[src/rtl/bcd_subtractor_seq_if.sv]
// Purpose: request/response bundle for the sequential packed-BCD subtractor.
// Latency: none (signal bundle only).
// Backpressure: none; start is only honoured while the subtractor is idle.
//
// Signals:
//   start   - request strobe, driven by the master
//   a, b    - minuend / subtrahend, packed BCD, digit 0 in [3:0]
//   bin     - borrow in
//   diff    - packed BCD result (registered)
//   bout    - borrow out (registered)
//   busy    - high while digits are being processed
//   done    - one-cycle completion pulse
//   invalid - last accepted request had a non-BCD digit
interface bcd_subtractor_seq_if #(
  parameter int DIGITS = 4
) ();
  logic                  start;
  logic [4*DIGITS-1:0]   a;
  logic [4*DIGITS-1:0]   b;
  logic                  bin;
  logic [4*DIGITS-1:0]   diff;
  logic                  bout;
  logic                  busy;
  logic                  done;
  logic                  invalid;

  modport master (
    output start, a, b, bin,
    input  diff, bout, busy, done, invalid
  );

  modport slave (
    input  start, a, b, bin,
    output diff, bout, busy, done, invalid
  );
endinterface

[src/rtl/bcd_subtractor_seq.sv]
// Purpose: packed-BCD subtractor diff = a - b - bin, one decimal digit per clock, LSD first.
// Latency: done pulses DIGITS edges after the accepting edge (1 edge for non-BCD operands).
// Backpressure: start is ignored while busy or done; the requester re-presents it in idle.
//
// Ports:
//   i_clk    - rising-edge clock
//   i_rst_n  - asynchronous active-low reset
//   sub_if   - slave side of bcd_subtractor_seq_if (start/a/b/bin in, diff/bout/busy/done/invalid out)
module bcd_subtractor_seq #(
  parameter int DIGITS = 4
) (
  input  logic                 i_clk,
  input  logic                 i_rst_n,
  bcd_subtractor_seq_if.slave  sub_if
);

  localparam int W     = 4 * DIGITS;
  localparam int IDX_W = (DIGITS > 1) ? $clog2(DIGITS) : 1;
  localparam logic [IDX_W-1:0] LAST_IDX = IDX_W'(DIGITS - 1);

  typedef enum logic [1:0] {
    S_IDLE = 2'd0,
    S_RUN  = 2'd1,
    S_DONE = 2'd2
  } state_t;

  state_t             r_state;
  state_t             w_state_nxt;

  logic [W-1:0]       r_a;         // shifts right one digit per RUN cycle
  logic [W-1:0]       r_b;
  logic [W-1:0]       r_diff;
  logic [IDX_W-1:0]   r_idx;
  logic               r_borrow;
  logic               r_bout;
  logic               r_invalid;
  logic               r_inv_pend;  // non-BCD request waiting one cycle before DONE

  logic               w_accept;
  logic               w_ops_bad;
  logic [4:0]         w_t;
  logic [3:0]         w_digit;
  logic               w_borrow_nxt;

  // Any operand digit above 9 marks the request invalid.
  always_comb begin
    w_ops_bad = 1'b0;
    for (int i = 0; i < DIGITS; i++) begin
      if ((sub_if.a[4*i +: 4] > 4'd9) || (sub_if.b[4*i +: 4] > 4'd9)) begin
        w_ops_bad = 1'b1;
      end
    end
  end

  // Current digit: 5-bit two's complement difference; a negative result
  // borrows from the next digit and is brought back into range by +10
  // (the low nibble of t, plus 10, modulo 16).
  always_comb begin
    w_t          = {1'b0, r_a[3:0]} - {1'b0, r_b[3:0]} - {4'b0000, r_borrow};
    w_borrow_nxt = w_t[4];
    w_digit      = w_t[4] ? (w_t[3:0] + 4'd10) : w_t[3:0];
  end

  // State register.
  always_ff @(posedge i_clk or negedge i_rst_n) begin
    if (!i_rst_n) begin
      r_state <= S_IDLE;
    end else begin
      r_state <= w_state_nxt;
    end
  end

  // Next state. An invalid request stays in IDLE for one extra cycle
  // (r_inv_pend) so it completes with the same timing as a one-digit
  // operation; start is not sampled during that cycle.
  always_comb begin
    w_state_nxt = r_state;
    w_accept    = 1'b0;
    case (r_state)
      S_IDLE: begin
        if (r_inv_pend) begin
          w_state_nxt = S_DONE;
        end else if (sub_if.start) begin
          w_accept = 1'b1;
          if (!w_ops_bad) begin
            w_state_nxt = S_RUN;
          end
        end
      end
      S_RUN: begin
        if (r_idx == LAST_IDX) begin
          w_state_nxt = S_DONE;
        end
      end
      S_DONE: begin
        w_state_nxt = S_IDLE;
      end
      default: begin
        w_state_nxt = S_IDLE;
      end
    endcase
  end

  // Datapath.
  always_ff @(posedge i_clk or negedge i_rst_n) begin
    if (!i_rst_n) begin
      r_a        <= '0;
      r_b        <= '0;
      r_diff     <= '0;
      r_idx      <= '0;
      r_borrow   <= 1'b0;
      r_bout     <= 1'b0;
      r_invalid  <= 1'b0;
      r_inv_pend <= 1'b0;
    end else if (w_accept) begin
      r_a        <= sub_if.a;
      r_b        <= sub_if.b;
      r_diff     <= '0;
      r_idx      <= '0;
      r_borrow   <= w_ops_bad ? 1'b0 : sub_if.bin;
      r_bout     <= 1'b0;
      r_invalid  <= w_ops_bad;
      r_inv_pend <= w_ops_bad;
    end else if (r_state == S_RUN) begin
      r_diff[{r_idx, 2'b00} +: 4] <= w_digit;
      r_a      <= r_a >> 4;
      r_b      <= r_b >> 4;
      r_borrow <= w_borrow_nxt;
      r_idx    <= r_idx + 1'b1;
      if (r_idx == LAST_IDX) begin
        r_bout <= w_borrow_nxt;
      end
    end else if (r_state == S_IDLE) begin
      r_inv_pend <= 1'b0;
    end
  end

  assign sub_if.diff    = r_diff;
  assign sub_if.bout    = r_bout;
  assign sub_if.invalid = r_invalid;
  assign sub_if.busy    = (r_state == S_RUN);
  assign sub_if.done    = (r_state == S_DONE);

endmodule

[src/flat_wrapper.sv]
// flat-port wrapper written by rule: the top's interface ports become plain ports
module bcd_subtractor_seq_flat 
#(
  parameter int DIGITS = 4
)
  (i_clk, i_rst_n, sub_if_start, sub_if_a, sub_if_b, sub_if_bin, sub_if_diff, sub_if_bout, sub_if_busy, sub_if_done, sub_if_invalid);
  bcd_subtractor_seq_if #(.DIGITS(DIGITS)) sub_if_i ();
  input  logic i_clk;
  input  logic i_rst_n;
  input wire logic [$bits(sub_if_i.start)-1:0] sub_if_start;
  input wire logic [$bits(sub_if_i.a)-1:0] sub_if_a;
  input wire logic [$bits(sub_if_i.b)-1:0] sub_if_b;
  input wire logic [$bits(sub_if_i.bin)-1:0] sub_if_bin;
  output wire logic [$bits(sub_if_i.diff)-1:0] sub_if_diff;
  output wire logic [$bits(sub_if_i.bout)-1:0] sub_if_bout;
  output wire logic [$bits(sub_if_i.busy)-1:0] sub_if_busy;
  output wire logic [$bits(sub_if_i.done)-1:0] sub_if_done;
  output wire logic [$bits(sub_if_i.invalid)-1:0] sub_if_invalid;
  assign sub_if_i.start = sub_if_start;
  assign sub_if_i.a = sub_if_a;
  assign sub_if_i.b = sub_if_b;
  assign sub_if_i.bin = sub_if_bin;
  assign sub_if_diff = sub_if_i.diff;
  assign sub_if_bout = sub_if_i.bout;
  assign sub_if_busy = sub_if_i.busy;
  assign sub_if_done = sub_if_i.done;
  assign sub_if_invalid = sub_if_i.invalid;
  bcd_subtractor_seq #(.DIGITS(DIGITS)) u_core (.i_clk(i_clk), .i_rst_n(i_rst_n), .sub_if(sub_if_i));
endmodule
[config.mk]
export PLATFORM = sky130hd
export DESIGN_NAME = bcd_subtractor_seq_flat
export DESIGN_NICKNAME = d
export VERILOG_FILES = /design/src/rtl/bcd_subtractor_seq_if.sv /design/src/rtl/bcd_subtractor_seq.sv /design/src/flat_wrapper.sv
export SDC_FILE = /design/constraint.sdc
export NUM_CORES = 1
export LEC_CHECK = 0
export ABC_CLOCK_PERIOD_IN_PS = 3700
export BUFFER_PORTS_ARGS = -buffer_cell sky130_fd_sc_hd__buf_2
export CAP_MARGIN = 40
export CORE_MARGIN = 5
export CORE_UTILIZATION = 55
export DETAILED_ROUTE_END_ITERATION = 6
export PLACE_DENSITY = 0.83
export SLEW_MARGIN = 20
export SYNTH_ARGS = -nofsm -noshare
export SYNTH_HDL_FRONTEND = slang
export SYNTH_SLANG_ARGS = --single-unit
[constraint.sdc]
create_clock -name i_clk -period 3.7 [get_ports i_clk]
set_clock_uncertainty 0.1 [all_clocks]
set_input_delay 0.74 -clock i_clk [delete_from_list [all_inputs] [get_ports i_clk]]
set_output_delay 0.74 -clock i_clk [all_outputs]
set_load 0.02 [all_outputs]
==> flow_summary_export.csv, run 1 <==
group,metric,value,unit
pwr,p_total,2.59,mW
pwr,p_leak,1.66,nW
global_route,grt-ovfl-total,0,
finish,drive_above_1_share,21.5,%
drt,drt_iter0_markers,125,
clock_tree,cts_sinks,56,
drt,drtPass1Iterations,4,
logic_synthesis,synth_area_leader_cell,"dfrtp_1",
logic_synthesis,synth_top_cell_area_share,50.1,%
clock_tree,postCtsSetupRepairBufs,0,
place,io_buffers,55,
drt,via_per_inst,5.34,
logic_synthesis,ys_seq_elements,56,
critical_path,reg2reg_from,"u_core.r_borrow$_DFFE_PN0P_",
timing,tns,0,ns
timing,hold_violations,0,
drt,num_vias,2183,
finish,fin_nets,387,
global_route,grt_use_total,19.0,%
global_route,grt_max_degree,33,
critical_path,crit_path_end_kind,"flip-flop",
floorplanning,die_w,81.3,um
drt,ant_nets,0,
clock_tree,htreeDepth,2,
floorplanning,pin_count,56,
logic_synthesis,synth_most_common_cell,"nand2_1",
clock_tree,cts_buffer_depth,2,
critical_path,crit_family,"adder cells",
logic_synthesis,netlist_area,2800,um2
global_route,antenna_found_initial,0,
place,post-dp-hpwl,4320,um
timing,relSlewSlack,55.2,%
logic_synthesis,syn_avg_cell_area,9.85,um2
timing,fmax,0.364,GHz
global_route,first_global_vias,2140,
logic_synthesis,ys_dominant_reg_cell,"dfrtp_1",
finish,fin_util,64.2,%
critical_path,cp.arrival,2.83,ns
critical_path,worst_r2r_endpoint,"u_core.sub_if.diff[10]$_DFFE_PN0P_",
critical_path,required,3.79,ns
logic_synthesis,synthCells,284,
logic_synthesis,synth_area_leaders,"dfrtp_1, nand2_1, o21ai_0",
timing,finalMaxSlewViolations,0,
critical_path,critPathBufInv,1,
clock_tree,cts_tree,"done",
logic_synthesis,yosys_warnings,0,
logic_synthesis,synth_cell_type_count,39,
place,gp_congestion,0.864,
critical_path,r2r_setup_slack,0.96,ns
timing,setup_viol,0,
timing,fin_crit_sh,74.2,%
critical_path,crit_path_start_kind,"flip-flop",
critical_path,r2r_cells,8,
floorplanning,die_h,81.3,um
logic_synthesis,async_reset_ff_share,100,%
global_route,grt_pass1_wl,9870,um
floorplanning,core_area,5010,um2
floorplanning,initial_core_util,55.8,%
floorplanning,die-area,6610,um2
worst_hold_path,min-delay-path-class,"in2async",
clock_tree,clkTransAtPathRegs,0.09,ns
drt,wl_per_cell,13.7,um
place,dpl_worst_slack,0.963,ns
timing,min_period,2.74,ns
pwr,p_per_area,804,nW/um2
logic_synthesis,synth_enable_flop_cells,0,
critical_path,setup.worst_path.class,"reg2reg",
critical_path,max_stage_delay,0.47,ns
finish,syn2layout_area_growth,15.0,%
timing,tightest_slew,0.672,ns
clock_tree,cts_resized,0,
critical_path,crit_path_max_fanout,4,
drt,drc,0,
timing,rsz0062_at_grt,"no",
logic_synthesis,synth_nets,333,
floorplanning,rows,26,
clock_tree,root_buffer,"clkbuf_8",
run_status,status,"completed",
critical_path,slowest_stage,"fa_1",
logic_synthesis,netlist_top_cells_count,"nand2_1, dfrtp_1, o21ai_0",
critical_path,crit_chain,"inv_1 -> fa_1 -> fa_1 -> nand2b_1 -> a31oi_1 -> and2_1 -> mux2i_4 -> o21ai_1",
logic_synthesis,seq_area_frac_synth,50.1,%
clock_tree,cts_hold_buffers,0,
clock_tree,clk_latency,0.30,ns
critical_path,crit_path_frequent_cell,"fa_1",
drt,routed_wl,5620,um
timing,setup_ws,0.956,ns
job,cap_viol_max_count,0,
finish,n_antenna_cell,0,
pwr,vdd_drop_max,0.476,mV
clock_tree,cts_buffers,5,
worst max path at each step:
stage	startpoint	to	slack (ns)	cells past startpoint
after floorplan	u_core.r_borrow$_DFFE_PN0P_	u_core.sub_if.diff[10]$_DFFE_PN0P_	1.19	9
after global placement	u_core.r_borrow$_DFFE_PN0P_	u_core.sub_if.diff[2]$_DFFE_PN0P_	1.06	8
after detailed placement	u_core.r_borrow$_DFFE_PN0P_	u_core.sub_if.diff[10]$_DFFE_PN0P_	0.96	8
after CTS	u_core.r_borrow$_DFFE_PN0P_	u_core.sub_if.diff[10]$_DFFE_PN0P_	0.95	8
after global routing	u_core.r_b[0]$_DFFE_PN0P_	u_core.sub_if.diff[6]$_DFFE_PN0P_	0.79	8
final	u_core.r_borrow$_DFFE_PN0P_	u_core.sub_if.diff[10]$_DFFE_PN0P_	0.96	8
flip-flops by register name (all words and copies together) (netlist names):
| name | cells |
|---|---|
| u_core.sub_if.bout | 1 |
| u_core.r_a | 16 |
| u_core.sub_if.invalid | 1 |
| u_core.r_borrow | 1 |
| u_core.r_idx | 2 |
| u_core.r_inv_pend | 1 |
| u_core.r_state | 2 |
| u_core.sub_if.diff | 16 |
| u_core.r_b | 16 |
report_power, final:
group / internal (mW) / switching [mW] / leakage [nW]
Combinational: 0.524 / 0.771 / 0.893
Sequential: 0.820 / 0.133 / 0.725
Clock: 0.153 / 0.184 / 0.0455
Total: 1.50 / 1.09 / 1.66
metrics by stage:
step           instance area, um2  instances  hold WS (ns)
2_1_floorplan                2800        284         0.344
3_3_place_gp                 3120        400         0.362
3_5_place_dp                 3130        401         0.367
4_1_cts                      3220        409         0.388
5_1_grt                      3220        409         0.411
6_report                     3220        409         0.366
worst register-to-register path, delay by kind of cell (launching register included):
kind            cells  cell delay (ns)
fa+ha+maj           2             0.93
simple gates        2             0.53
flops               1             0.35
compound gates      2             0.33
mux                 1             0.33
buf+inv             1             0.06
metal layers:
metal / wire length (um) / GRT usage [%] / up-vias
met2: 2730 / 30.2 / 59
li1: - / - / 1084
met1: 2500 / 26.4 / 1033
met3: 330 / 3.77 / 7
met4: 66 / 5.57 / 0
met5: 0 / 0 / -
placed cells by master, fill, tap and decap left out, types with 3 or more instances in the layout:
cell      instances
a21oi_1           7
inv_1            12
nand2_1          62
clkbuf_8          6
mux2i_1          16
o21ai_1           7
ha_1             11
nand4_1           4
a22o_1            6
buf_4             4
nand2b_1          4
nor2_1           10
xnor2_1           3
buf_2            55
o21ai_0          36
dfrtp_1          56
a22oi_1           9
nand3_1           4
cells by family (layout without fill, tap and decap cells):
| group | after synthesis | count (layout) | synth area share (%) |
|---|---|---|---|
| AO/OA/AOI/OAI | 73 | 73 | 15.7 |
| XOR/XNOR | 6 | 6 | 2.15 |
| adder cells (fa/ha/maj) | 13 | 13 | 6.35 |
| buffers and inverters | 26 | 81 | 4.65 |
| flip-flops | 56 | 56 | 50.1 |
| multiplexers | 17 | 17 | 6.53 |
| AND/OR/NAND/NOR | 93 | 93 | 14.5 |
cell type report:
cell class	instances	area, um2
Fill cell	433	1790
Sequential cell	56	1400
Multi-Input combinational cell	202	1270
Timing Repair Buffer	60	317
Clock buffer	8	90.1
Tap cell	70	87.6
Inverter	13	48.8
No activity file was read; power rests on OpenSTA's default activity.
==> inputs of run 2 (changes only) <==
ABC_AREA = 1   (was unset)
ABC_CLOCK_PERIOD_IN_PS = 2350   (was 3700)
CORE_UTILIZATION = 50   (was 55)
PLACE_DENSITY = 0.79   (was 0.83)
clock period = 2.35 ns   (was 3.7 ns; I/O delays follow)
==> run 2 against run 1 <==
Net effect:
- area after synthesis rose by 4.6%
- clock-buffer cell count down 3
- first-iteration DRC count down 29%
- sequential cell count stayed put
- worst setup slack worse by 0.85 ns
- largest cell class unchanged
- hold slack got worse by 0.32 ns
==> flow_summary_export.csv, run 2 <==
group,metric,value,unit
timing,min_period,2.24,ns
finish,layout.cells.non_filler,474,
timing,setup_ws,0.106,ns
drt,drtPass1Iterations,4,
logic_synthesis,ys_dominant_reg_cell,"dfrtp_1",
clock_tree,htreeDepth,2,
clock_tree,cts_sinks,56,
critical_path,cp.arrival,2.39,ns
logic_synthesis,synth_area_leader_cell,"dfrtp_1",
place,dpl_worst_slack,0.00334,ns
finish,n_antenna_cell,0,
logic_synthesis,synth_nets,393,
logic_synthesis,netlist_area,2930,um2
run_status,status,"completed",
global_route,antenna_found_initial,0,
logic_synthesis,synth_cell_type_count,36,
clock_tree,cts_buffers,5,
logic_synthesis,syn_avg_cell_area,8.51,um2
logic_synthesis,synth_enable_flop_cells,0,
global_route,grt_max_degree,35,
logic_synthesis,synth_top_cell_area_share,47.9,%
pwr,p_total,4.42,mW
critical_path,crit_path_end_kind,"flip-flop",
critical_path,required,2.50,ns
finish,fin_area,3430,um2
finish,fillers,518,
place,place_area,3250,um2
finish,drive_above_1_share,23.4,%
finish,fin_util,61.1,%
place,io_buffers,55,
floorplanning,die_h,86.5,um
logic_synthesis,synth_most_common_cell,"nand2_1",
place,dp_cells,463,
floorplanning,die-area,7480,um2
logic_synthesis,synthCells,344,
logic_synthesis,yosys_warnings,0,
timing,rsz0062_at_grt,"no",
worst_hold_path,min-delay-path-class,"in2async",
critical_path,crit_path_max_fanout,3,
pwr,p_leak,1.77,nW
global_route,grt_use_total,18.0,%
floorplanning,core_area,5610,um2
drt,drt_iter0_markers,89,
timing,fmax,0.446,GHz
pwr,p_per_area,1290,nW/um2
finish,mostFrequentLayoutCells,"nand2_1, inv_1, o21ai_0, dfrtp_1, buf_2",
finish,multiInputGateArea,1230,um2
clock_tree,clkTransAtPathRegs,0.11,ns
timing,whs,0.0467,ns
finish,fin_nets,450,
logic_synthesis,ys_seq_elements,56,
timing,setup_viol,0,
finish,seq_area,1400,um2
clock_tree,clk_latency,0.32,ns
drt,drc,0,
place,post-dp-hpwl,4760,um
drt,via_per_inst,5.18,
timing,relSlewSlack,59.8,%
clock_tree,root_buffer,"clkbuf_8",
pwr,vdd_drop_max,0.656,mV
floorplanning,die_w,86.5,um
clock_tree,cts_tree,"done",
place,gp_congestion,0.853,
timing,tns,0,ns
clock_tree,cts_hold_buffers,0,
global_route,grt-ovfl-total,0,
logic_synthesis,netlist_top_cells_count,"nand2_1, inv_1, o21ai_0",
drt,num_vias,2455,
drt,routed_wl,6410,um
floorplanning,rows,27,
global_route,first_global_vias,2391,
logic_synthesis,synth_area_leaders,"dfrtp_1, o21ai_0, nand2_1",
critical_path,setup.worst_path.class,"reg2reg",
finish,syn2layout_area_growth,17.1,%
timing,fin_crit_sh,95.5,%
job,cap_viol_max_count,0,
clock_tree,cts_buffer_depth,2,
drt,wl_per_cell,13.5,um
timing,finalMaxSlewViolations,0,
critical_path,crit_path_start_kind,"flip-flop",
timing,hold_violations,0,
finish,layout_commonest_cell,"nand2_1",
floorplanning,initial_core_util,52.2,%
floorplanning,pin_count,56,
global_route,grt_pass1_wl,10900,um
timing,tightest_slew,0.603,ns
logic_synthesis,seq_area_frac_synth,47.9,%
logic_synthesis,async_reset_ff_share,100,%
drt,ant_nets,0,
## run 2: worst max-delay path, stage by stage, from the launching register on
cell	delay [ns]
dfrtp_1	0.42
fa_2	0.42
fa_2	0.39
nand2_1	0.08
nand2_1	0.07
ha_1	0.28
nand2_1	0.05
nand2_1	0.11
nand3_2	0.11
o21ai_2	0.14
## run 2: worst paths after layout
| kind | cells past startpoint | end | start | slack, ns |
|---|---|---|---|---|
| setup / recovery | 9 | u_core.sub_if.diff[14]$_DFFE_PN0P_ | u_core.r_a[0]$_DFFE_PN0P_ | 0.11 |
| hold / removal | 1 | u_core.r_b[2]$_DFFE_PN0P_ | i_rst_n | 0.05 |
| setup reg to reg | 9 | u_core.sub_if.diff[14]$_DFFE_PN0P_ | u_core.r_a[0]$_DFFE_PN0P_ | 0.11 |
| hold reg to reg | 2 | u_core.sub_if.diff[15]$_DFFE_PN0P_ | u_core.sub_if.diff[15]$_DFFE_PN0P_ | 0.39 |
| max in group asynchronous | 2 | u_core.r_b[14]$_DFFE_PN0P_ | i_rst_n | 1.46 |
| min in group i_clk | 3 | u_core.r_b[12]$_DFFE_PN0P_ | sub_if_b[12] | 0.25 |
## run 2: final cells by class
cell class,count,area share (%)
Clock buffer,5,2.01
Multi-Input combinational cell,212,36.0
Inverter,65,7.12
Sequential cell,56,40.9
Timing Repair Buffer,61,9.35
Clock inverter,3,2.01
Tap cell,72,2.63
## run 2: cell families after synthesis
family	synth area share (%)
buf+inv	10.6
fa+ha+maj	6.07
xor+xnor	0.299
compound gates	17.8
simple gates	16.9
mux	0.342
flops	47.9
## run 2: per-layer routing
layer / wire length, um / up-vias / global-route usage (%)
met4: 25 / 0 / 3.82
met1: 2940 / 1148 / 25.5
met2: 3040 / 78 / 28.9
met5: 0 / - / 0
met3: 397 / 4 / 3.23
li1: - / 1225 / -
## run 2: power by group
| group | internal [mW] | switching, mW | leakage, nW |
|---|---|---|---|
| registers | 1.30 | 0.139 | 0.709 |
| logic | 0.789 | 1.43 | 0.992 |
| clock network | 0.429 | 0.335 | 0.0687 |
| total | 2.52 | 1.91 | 1.77 |
## run 2: what timing repair did
| item | in CTS | in global routing |
|---|---|---|
| gates resized for setup | 1 | 6 |
| pin swaps | 0 | 2 |
| cloned | 0 | 0 |
| setup endpoints to repair | 3 | 13 |
| setup buffers | 0 | 3 |
